--- config.mk ---
export PLATFORM = sky130hd
export DESIGN_NAME = l2_write_buffer
export DESIGN_NICKNAME = d
export VERILOG_FILES = /design/src/rtl/l2_write_buffer_pkg.sv /design/src/rtl/l2_write_buffer_cam_fifo.sv /design/src/rtl/l2_write_buffer.sv
export SDC_FILE = /design/constraint.sdc
export NUM_CORES = 2
export LEC_CHECK = 0
export CAP_MARGIN = 30
export CORE_ASPECT_RATIO = 1.25
export CORE_MARGIN = 2
export CORE_UTILIZATION = 35
export CTS_BUF_LIST = sky130_fd_sc_hd__clkbuf_8
export CTS_CLUSTER_DIAMETER = 100
export DETAILED_ROUTE_END_ITERATION = 10
export HOLD_SLACK_MARGIN = 0.15
export PLACE_DENSITY_LB_ADDON = 0.25
export SLEW_MARGIN = 20
export SYNTH_ARGS = -nofsm -noshare
export SYNTH_HDL_FRONTEND = slang
export SYNTH_HIERARCHICAL = 1
export SYNTH_SLANG_ARGS = --single-unit
--- constraint.sdc ---
create_clock -name CLK -period 6.2 [get_ports CLK]
set_input_delay 0.93 -clock CLK [delete_from_list [all_inputs] [get_ports CLK]]
set_output_delay 0.93 -clock CLK [all_outputs]
set_load 0.005 [all_outputs]
--- src/rtl/l2_write_buffer_pkg.sv ---
// rtl/l2_write_buffer_pkg.sv - shared line/address types, entry record and FSM states for the L2 write buffer
package l2_write_buffer_pkg;

    localparam int ADDR_W = 12;
    localparam int LINE_W = 128;
    localparam int SEL_W  = 16;

    localparam logic [SEL_W-1:0] SEL_FULL_LINE = '1;

    typedef logic [LINE_W-1:0] lc3b_line;
    typedef logic [ADDR_W-1:0] lc3b_line_addr;

    typedef struct packed {
        logic          valid;
        lc3b_line_addr addr;
        lc3b_line      data;
    } wbuf_entry_t;

    typedef enum logic [1:0] {
        IDLE   = 2'd0,
        WR_MEM = 2'd1,
        RD_MEM = 2'd2,
        RESP   = 2'd3
    } wbuf_state_t;

endpackage

--- src/rtl/l2_write_buffer_cam_fifo.sv ---
// rtl/l2_write_buffer_cam_fifo.sv - circular line FIFO with parallel address match (newest hit wins)
module wbuf_cam_fifo
    import l2_write_buffer_pkg::*;
#(
    parameter int DEPTH = 4,
    localparam int PTR_W = $clog2(DEPTH),
    localparam int CNT_W = PTR_W + 1
) (
    input  logic              clk,
    input  logic              rst,
    input  logic              push_valid,
    input  logic [ADDR_W-1:0] push_addr,
    input  logic [LINE_W-1:0] push_data,
    input  logic              upd_valid,
    input  logic [PTR_W-1:0]  upd_idx,
    input  logic [LINE_W-1:0] upd_data,
    input  logic              pop_valid,
    input  logic [ADDR_W-1:0] match_addr,
    input  logic [DEPTH-1:0]  match_mask,
    output logic              hit,
    output logic [PTR_W-1:0]  hit_idx,
    output logic [LINE_W-1:0] hit_data,
    output logic [PTR_W-1:0]  head_idx,
    output logic [ADDR_W-1:0] head_addr,
    output logic [LINE_W-1:0] head_data,
    output logic              full,
    output logic              empty
);

    wbuf_entry_t       entries_q [DEPTH];
    wbuf_entry_t       entries_d [DEPTH];
    logic [PTR_W-1:0]  head_q, head_d;
    logic [PTR_W-1:0]  tail_q, tail_d;
    logic [CNT_W-1:0]  count_q, count_d;

    logic [PTR_W-1:0]  age;
    logic [PTR_W-1:0]  best_age;

    // Age relative to head orders entries oldest-first, so the largest age is the newest match.
    always_comb begin
        hit      = 1'b0;
        hit_idx  = '0;
        best_age = '0;
        age      = '0;
        for (int i = 0; i < DEPTH; i++) begin
            age = PTR_W'(i) - head_q;
            if (entries_q[i].valid && !match_mask[i] &&
                (entries_q[i].addr == match_addr) && (!hit || (age > best_age))) begin
                hit      = 1'b1;
                hit_idx  = PTR_W'(i);
                best_age = age;
            end
        end
    end

    assign hit_data  = entries_q[hit_idx].data;
    assign head_idx  = head_q;
    assign head_addr = entries_q[head_q].addr;
    assign head_data = entries_q[head_q].data;
    assign full      = (count_q == CNT_W'(DEPTH));
    assign empty     = (count_q == '0);

    // Pop is applied before push so a full buffer can refill the slot it frees in the same cycle.
    always_comb begin
        entries_d = entries_q;
        head_d    = head_q;
        tail_d    = tail_q;
        if (pop_valid) begin
            entries_d[head_q].valid = 1'b0;
            head_d                  = head_q + 1'b1;
        end
        if (upd_valid) begin
            entries_d[upd_idx].data = upd_data;
        end
        if (push_valid) begin
            entries_d[tail_q].valid = 1'b1;
            entries_d[tail_q].addr  = push_addr;
            entries_d[tail_q].data  = push_data;
            tail_d                  = tail_q + 1'b1;
        end
        count_d = count_q + CNT_W'(push_valid) - CNT_W'(pop_valid);
    end

    always_ff @(posedge clk) begin
        if (rst) begin
            for (int i = 0; i < DEPTH; i++) begin
                entries_q[i] <= '0;
            end
            head_q  <= '0;
            tail_q  <= '0;
            count_q <= '0;
        end else begin
            entries_q <= entries_d;
            head_q    <= head_d;
            tail_q    <= tail_d;
            count_q   <= count_d;
        end
    end

endmodule

--- src/rtl/l2_write_buffer.sv ---
// rtl/l2_write_buffer.sv - posted-write buffer between L2 and pmem wishbone ports
// Define L2WB_RAW_FWD_EN to serve read hits from the buffer instead of draining first.
module l2_write_buffer
    import l2_write_buffer_pkg::*;
#(
    parameter int DEPTH = 4
) (
    input  logic              CLK,
    input  logic              RST,
    input  logic              wb_l2_cyc,
    input  logic              wb_l2_stb,
    input  logic              wb_l2_we,
    input  logic [ADDR_W-1:0] wb_l2_adr,
    input  logic [SEL_W-1:0]  wb_l2_sel,
    input  logic [LINE_W-1:0] wb_l2_dat_m,
    output logic              wb_l2_ack,
    output logic              wb_l2_rty,
    output logic [LINE_W-1:0] wb_l2_dat_s,
    output logic              wb_pmem_cyc,
    output logic              wb_pmem_stb,
    output logic              wb_pmem_we,
    output logic [ADDR_W-1:0] wb_pmem_adr,
    output logic [SEL_W-1:0]  wb_pmem_sel,
    output logic [LINE_W-1:0] wb_pmem_dat_m,
    input  logic              wb_pmem_ack,
    input  logic              wb_pmem_rty,
    input  logic [LINE_W-1:0] wb_pmem_dat_s,
    output logic              full,
    output logic              empty
);

    localparam int PTR_W = $clog2(DEPTH);

    wbuf_state_t       state_q, state_d;
    logic              l2_ack_q, l2_ack_d;
    logic [LINE_W-1:0] l2_dat_s_q, l2_dat_s_d;
    logic              pmem_cyc_q, pmem_cyc_d;
    logic              pmem_stb_q, pmem_stb_d;
    logic              pmem_we_q, pmem_we_d;
    logic [ADDR_W-1:0] pmem_adr_q, pmem_adr_d;
    logic [SEL_W-1:0]  pmem_sel_q, pmem_sel_d;
    logic [LINE_W-1:0] pmem_dat_q, pmem_dat_d;

    logic              rd_req, wr_req, wr_accept;
    logic              pmem_done, pop;
    logic              start_drain, start_read;
    logic              hit;
    logic [PTR_W-1:0]  hit_idx, head_idx;
    logic [LINE_W-1:0] hit_data, head_data;
    logic [ADDR_W-1:0] head_addr;
    logic [DEPTH-1:0]  busy_mask, match_mask;
    logic              unused_pmem_rty;

    assign unused_pmem_rty = wb_pmem_rty;

    // The ACK cycle still shows the held request, so it must not be sampled twice.
    assign rd_req    = wb_l2_cyc && wb_l2_stb && !wb_l2_we && !l2_ack_q;
    assign wr_req    = wb_l2_cyc && wb_l2_stb &&  wb_l2_we && !l2_ack_q;
    assign pmem_done = pmem_cyc_q && wb_pmem_ack;
    assign pop       = (state_q == WR_MEM) && pmem_done;
    assign wr_accept = wr_req && (hit || !full || pop);

    // Head is off-limits for coalescing while draining or about to start draining; a write
    // request in IDLE with a non-empty buffer always starts a drain on this edge.
    always_comb begin
        busy_mask = '0;
        if ((state_q == WR_MEM) || ((state_q == IDLE) && !empty)) begin
            busy_mask[head_idx] = 1'b1;
        end
    end

    assign match_mask = wb_l2_we ? busy_mask : '0;

    wbuf_cam_fifo #(
        .DEPTH (DEPTH)
    ) u_cam_fifo (
        .clk        (CLK),
        .rst        (RST),
        .push_valid (wr_accept && !hit),
        .push_addr  (wb_l2_adr),
        .push_data  (wb_l2_dat_m),
        .upd_valid  (wr_accept && hit),
        .upd_idx    (hit_idx),
        .upd_data   (wb_l2_dat_m),
        .pop_valid  (pop),
        .match_addr (wb_l2_adr),
        .match_mask (match_mask),
        .hit        (hit),
        .hit_idx    (hit_idx),
        .hit_data   (hit_data),
        .head_idx   (head_idx),
        .head_addr  (head_addr),
        .head_data  (head_data),
        .full       (full),
        .empty      (empty)
    );

`ifndef L2WB_RAW_FWD_EN
    logic unused_hit_data;
    assign unused_hit_data = ^hit_data;
`endif

    always_comb begin
        state_d     = state_q;
        l2_ack_d    = wr_accept;
        l2_dat_s_d  = l2_dat_s_q;
        pmem_cyc_d  = pmem_cyc_q;
        pmem_stb_d  = pmem_stb_q;
        pmem_we_d   = pmem_we_q;
        pmem_adr_d  = pmem_adr_q;
        pmem_sel_d  = pmem_sel_q;
        pmem_dat_d  = pmem_dat_q;
        start_drain = 1'b0;
        start_read  = 1'b0;

        case (state_q)
            IDLE: begin
                // Full buffer drains ahead of reads so a stalled writer always progresses.
                if (!empty && (full || !rd_req)) begin
                    start_drain = 1'b1;
                end else if (rd_req) begin
`ifdef L2WB_RAW_FWD_EN
                    if (hit) begin
                        l2_ack_d   = 1'b1;
                        l2_dat_s_d = hit_data;
                        state_d    = RESP;
                    end else begin
                        start_read = 1'b1;
                    end
`else
                    if (hit) begin
                        start_drain = 1'b1;
                    end else begin
                        start_read = 1'b1;
                    end
`endif
                end
            end
            WR_MEM: begin
                if (pmem_done) begin
                    state_d = IDLE;
                end
            end
            RD_MEM: begin
                if (pmem_done) begin
                    state_d    = RESP;
                    l2_ack_d   = 1'b1;
                    l2_dat_s_d = wb_pmem_dat_s;
                end
            end
            RESP: begin
                state_d = IDLE;
            end
            default: begin
                state_d = IDLE;
            end
        endcase

        if (pmem_done) begin
            pmem_cyc_d = 1'b0;
            pmem_stb_d = 1'b0;
            pmem_we_d  = 1'b0;
            pmem_adr_d = '0;
            pmem_sel_d = '0;
            pmem_dat_d = '0;
        end

        // pmem outputs are latched at launch so in-buffer updates cannot disturb a live cycle.
        if (start_drain) begin
            state_d    = WR_MEM;
            pmem_cyc_d = 1'b1;
            pmem_stb_d = 1'b1;
            pmem_we_d  = 1'b1;
            pmem_adr_d = head_addr;
            pmem_sel_d = SEL_FULL_LINE;
            pmem_dat_d = head_data;
        end else if (start_read) begin
            state_d    = RD_MEM;
            pmem_cyc_d = 1'b1;
            pmem_stb_d = 1'b1;
            pmem_we_d  = 1'b0;
            pmem_adr_d = wb_l2_adr;
            pmem_sel_d = wb_l2_sel;
            pmem_dat_d = '0;
        end
    end

    always_ff @(posedge CLK) begin
        if (RST) begin
            state_q    <= IDLE;
            l2_ack_q   <= 1'b0;
            l2_dat_s_q <= '0;
            pmem_cyc_q <= 1'b0;
            pmem_stb_q <= 1'b0;
            pmem_we_q  <= 1'b0;
            pmem_adr_q <= '0;
            pmem_sel_q <= '0;
            pmem_dat_q <= '0;
        end else begin
            state_q    <= state_d;
            l2_ack_q   <= l2_ack_d;
            l2_dat_s_q <= l2_dat_s_d;
            pmem_cyc_q <= pmem_cyc_d;
            pmem_stb_q <= pmem_stb_d;
            pmem_we_q  <= pmem_we_d;
            pmem_adr_q <= pmem_adr_d;
            pmem_sel_q <= pmem_sel_d;
            pmem_dat_q <= pmem_dat_d;
        end
    end

    assign wb_l2_ack     = l2_ack_q;
    assign wb_l2_rty     = 1'b0;
    assign wb_l2_dat_s   = l2_dat_s_q;
    assign wb_pmem_cyc   = pmem_cyc_q;
    assign wb_pmem_stb   = pmem_stb_q;
    assign wb_pmem_we    = pmem_we_q;
    assign wb_pmem_adr   = pmem_adr_q;
    assign wb_pmem_sel   = pmem_sel_q;
    assign wb_pmem_dat_m = pmem_dat_q;

endmodule

==> flow_metrics.py <==
metrics = {
    "detailed_routing": {
        "vias_per_cell": 5.290,
        "totalWireLength_um": 125400,
        "routed-via-count": 31350,
        "drc": 0,
        "drtPass1Iterations": 5,
        "wire_per_inst_um": 21.16,
        "ant_nets": 0,
        "drt-initial-drc-count": 1962,
    },
    "placed_design": {
        "port_buffers": 579,
        "place.gp.congestion": 0.8840,
        "dp_slack_ns": -0.01804,
        "hpwlAfterDp_um": 82110,
    },
    "critical_path": {
        "worstSetupEndpointType": "flip-flop",
        "slowest_delay_ns": 0.53,
        "cp_cell_sequence": "inv_1 -> ha_1 -> nor2b_1 -> o21ai_0 -> nor3_1 -> nor3b_1 -> and4bb_1 -> nor2b_1 -> a22oi_1 -> ha_1 -> nor2b_1 -> o21ai_0 -> a21o_1 -> mux2_1 -> ha_1 -> a21oi_1 -> a21oi_1 -> o21bai_1 -> nand2_1 -> nor3b_2 -> buf_4 -> buf_4 -> mux2i_1 -> a211oi_1",
        "required_ns": 6.88,
        "path_buf_inv": 3,
        "reg2reg_from": "state_q[0]",
        "worstPathArrival_ns": 6.47,
        "critical_path_peak_fanout": 12,
        "cpLargestDelayFamily": "simple AND/OR/NAND/NOR gates",
        "critPathKind": "reg2reg",
        "cp-startpoint": "state_q[0]",
        "start_kind": "flip-flop",
        "slowest_stage": "o21ai_0",
    },
    "flow_run": {
        "cap_violations": 0,
    },
    "timing": {
        "post-route-period-util_pct": 93.32,
        "setup_ws_ns": 0.4144,
        "fin_skew_ns": 0.03966,
        "max_freq_mhz": 172.8,
        "fin_setup_tns_ns": 0,
        "rsz0062_at_grt": "false",
        "maxSlewHeadroom_pct": 25.88,
        "setup_viol": 0,
        "hold_viol": 0,
        "slew_viol_final": 0,
        "fin_crit_ns": 5.786,
        "tightest_slew_ns": 1.112,
    },
    "clock_tree": {
        "clk_latency_ns": 0.86,
        "cts_buffer_depth": 3,
        "htreeDepth": 4,
        "cts_resized": 0,
        "cts_buffers": 147,
        "root_buffer": "clkbuf_8",
        "cts.clk_slew.worst_paths_ns": 0.06,
        "post_cts.repair.setup_buffers": 0,
        "tritoncts": "done",
        "cts_hold_buf": 0,
        "cts_sinks": 860,
    },
    "synthesis": {
        "syn_avg_cell_area_um2": 9.853,
        "netlist_area_mm2": 0.03811,
        "yosysWarnings": 6,
        "syn_nets": 4179,
        "syn-instance-count": 3868,
    },
    "grt": {
        "met2_usage_pct": 37.21,
        "grt_pass1_wl_um": 191200,
        "antenna_found_initial": 21,
        "use_met3_pct": 6.054,
        "overflow": 0,
        "grt_max_degree": 200,
        "track_usage_pct": 21.94,
        "use_met1_pct": 25.90,
        "top_usage_layer": "met2",
        "grt_pass1_vias": 30770,
    },
    "finish": {
        "final-seq-area_mm2": 0.01722,
        "area_delta_synth_final_pct": 28.66,
        "multiInputGateArea_mm2": 0.01945,
        "drive_gt1_share_pct": 11.46,
        "fill_cells": 10250,
        "nNetsFinal": 4680,
    },
    "die": {
        "rows": 135,
        "die_x_um": 299.1,
        "coreArea_mm2": 0.1081,
        "io_pins": 582,
        "dieArea_mm2": 0.1116,
        "initial_utilization_pct": 35.25,
        "die_h_um": 372.9,
    },
    "power": {
        "ir_drop_mv": 0.1922,
        "powerDensity_mw_per_mm2": 247.1,
        "leakage_nw": 19.52,
    },
    "hold_path": {
        "min_from": "wb_l2_dat_s[92]",
        "min_path_type": "reg2reg",
    },
    "outcome": {
        "status": "completed",
    },
}
## registers in the layout, summed over array words and instances (netlist names)
register              count
u_cam_fifo/head_idx       2
wb_pmem_sel              16
state_q                   2
u_cam_fifo/entries_q    564
wb_pmem_adr              12
wb_pmem_dat_m           128
wb_l2_ack                 1
wb_l2_dat_s             128
u_cam_fifo/tail_q         2
wb_pmem_stb               1
u_cam_fifo/count_q        3
wb_pmem_we                1
## metrics by stage
step	util, %	instances	area (um2)	total power [mW]	hold slack (ns)
after floorplan	-	3868	38110	6.348	0.4482
after global placement	42.58	5658	46030	6.985	0.4411
after detailed placement	42.58	5658	46030	6.997	0.4465
after CTS	45.32	5913	49000	12.27	0.4544
after global routing	45.34	5922	49020	12.58	0.4700
final	45.36	5927	49030	12.12	0.4519
## layout make-up
| type | count | share of cell area [%] |
|---|---|---|
| Clock inverter | 68 | 0.8064 |
| Timing Repair Buffer | 720 | 15.29 |
| Tap cell | 1438 | 3.670 |
| Inverter | 16 | 0.1225 |
| Multi-Input combinational cell | 2624 | 39.66 |
| Clock buffer | 187 | 5.249 |
| Sequential cell | 860 | 35.13 |
| Antenna cell | 14 | 0.07145 |
## worst register-to-register path, stage by stage (launching register included)
cell      delay [ns]
dfxtp_1         0.38
inv_1           0.09
ha_1            0.22
nor2b_1         0.14
o21ai_0         0.53
nor3_1          0.09
nor3b_1         0.30
and4bb_1        0.26
nor2b_1         0.21
a22oi_1         0.12
ha_1            0.36
nor2b_1         0.13
o21ai_0         0.23
a21o_1          0.19
mux2_1          0.32
ha_1            0.30
a21oi_1         0.13
a21oi_1         0.05
o21bai_1        0.17
nand2_1         0.19
nor3b_2         0.27
buf_4           0.35
buf_4           0.27
mux2i_1         0.21
a211oi_1        0.09
## placed cells by master, fill, tap and decap left out, types with 22 or more instances in the layout
master	count
nor2_1	532
a21oi_1	188
mux2i_1	514
buf_12	51
a31oi_1	28
clkdlybuf4s50_1	578
dfxtp_1	858
mux4_2	140
clkbuf_8	187
a22o_1	128
nand3_1	22
buf_4	90
a211oi_1	512
xor2_1	34
nand2_1	390
inv_1	62
## power breakdown
group | switching [mW] | internal, mW
Sequential | 0.0863 | 5.67
Clock | 2.41 | 2.83
Combinational | 0.615 | 0.514
## worst paths after layout
check | endpoint | slack [ns] | depth (start not counted)
hold reg to reg | wb_l2_dat_s[92] | 0.45 | 2
setup / recovery | u_cam_fifo/entries_q[536] | 0.41 | 24
hold / removal | wb_l2_dat_s[92] | 0.45 | 2
setup reg to reg | u_cam_fifo/entries_q[536] | 0.41 | 24
## layer usage
| metal | routed length (um) | part of all wire, % |
|---|---|---|
| met5 | 103 | 0.082 |
| met4 | 4341 | 3.5 |
| met3 | 7981 | 6.4 |
| met2 | 60930 | 49 |
| met1 | 52050 | 42 |
No activity file was read; power rests on OpenSTA's default activity.
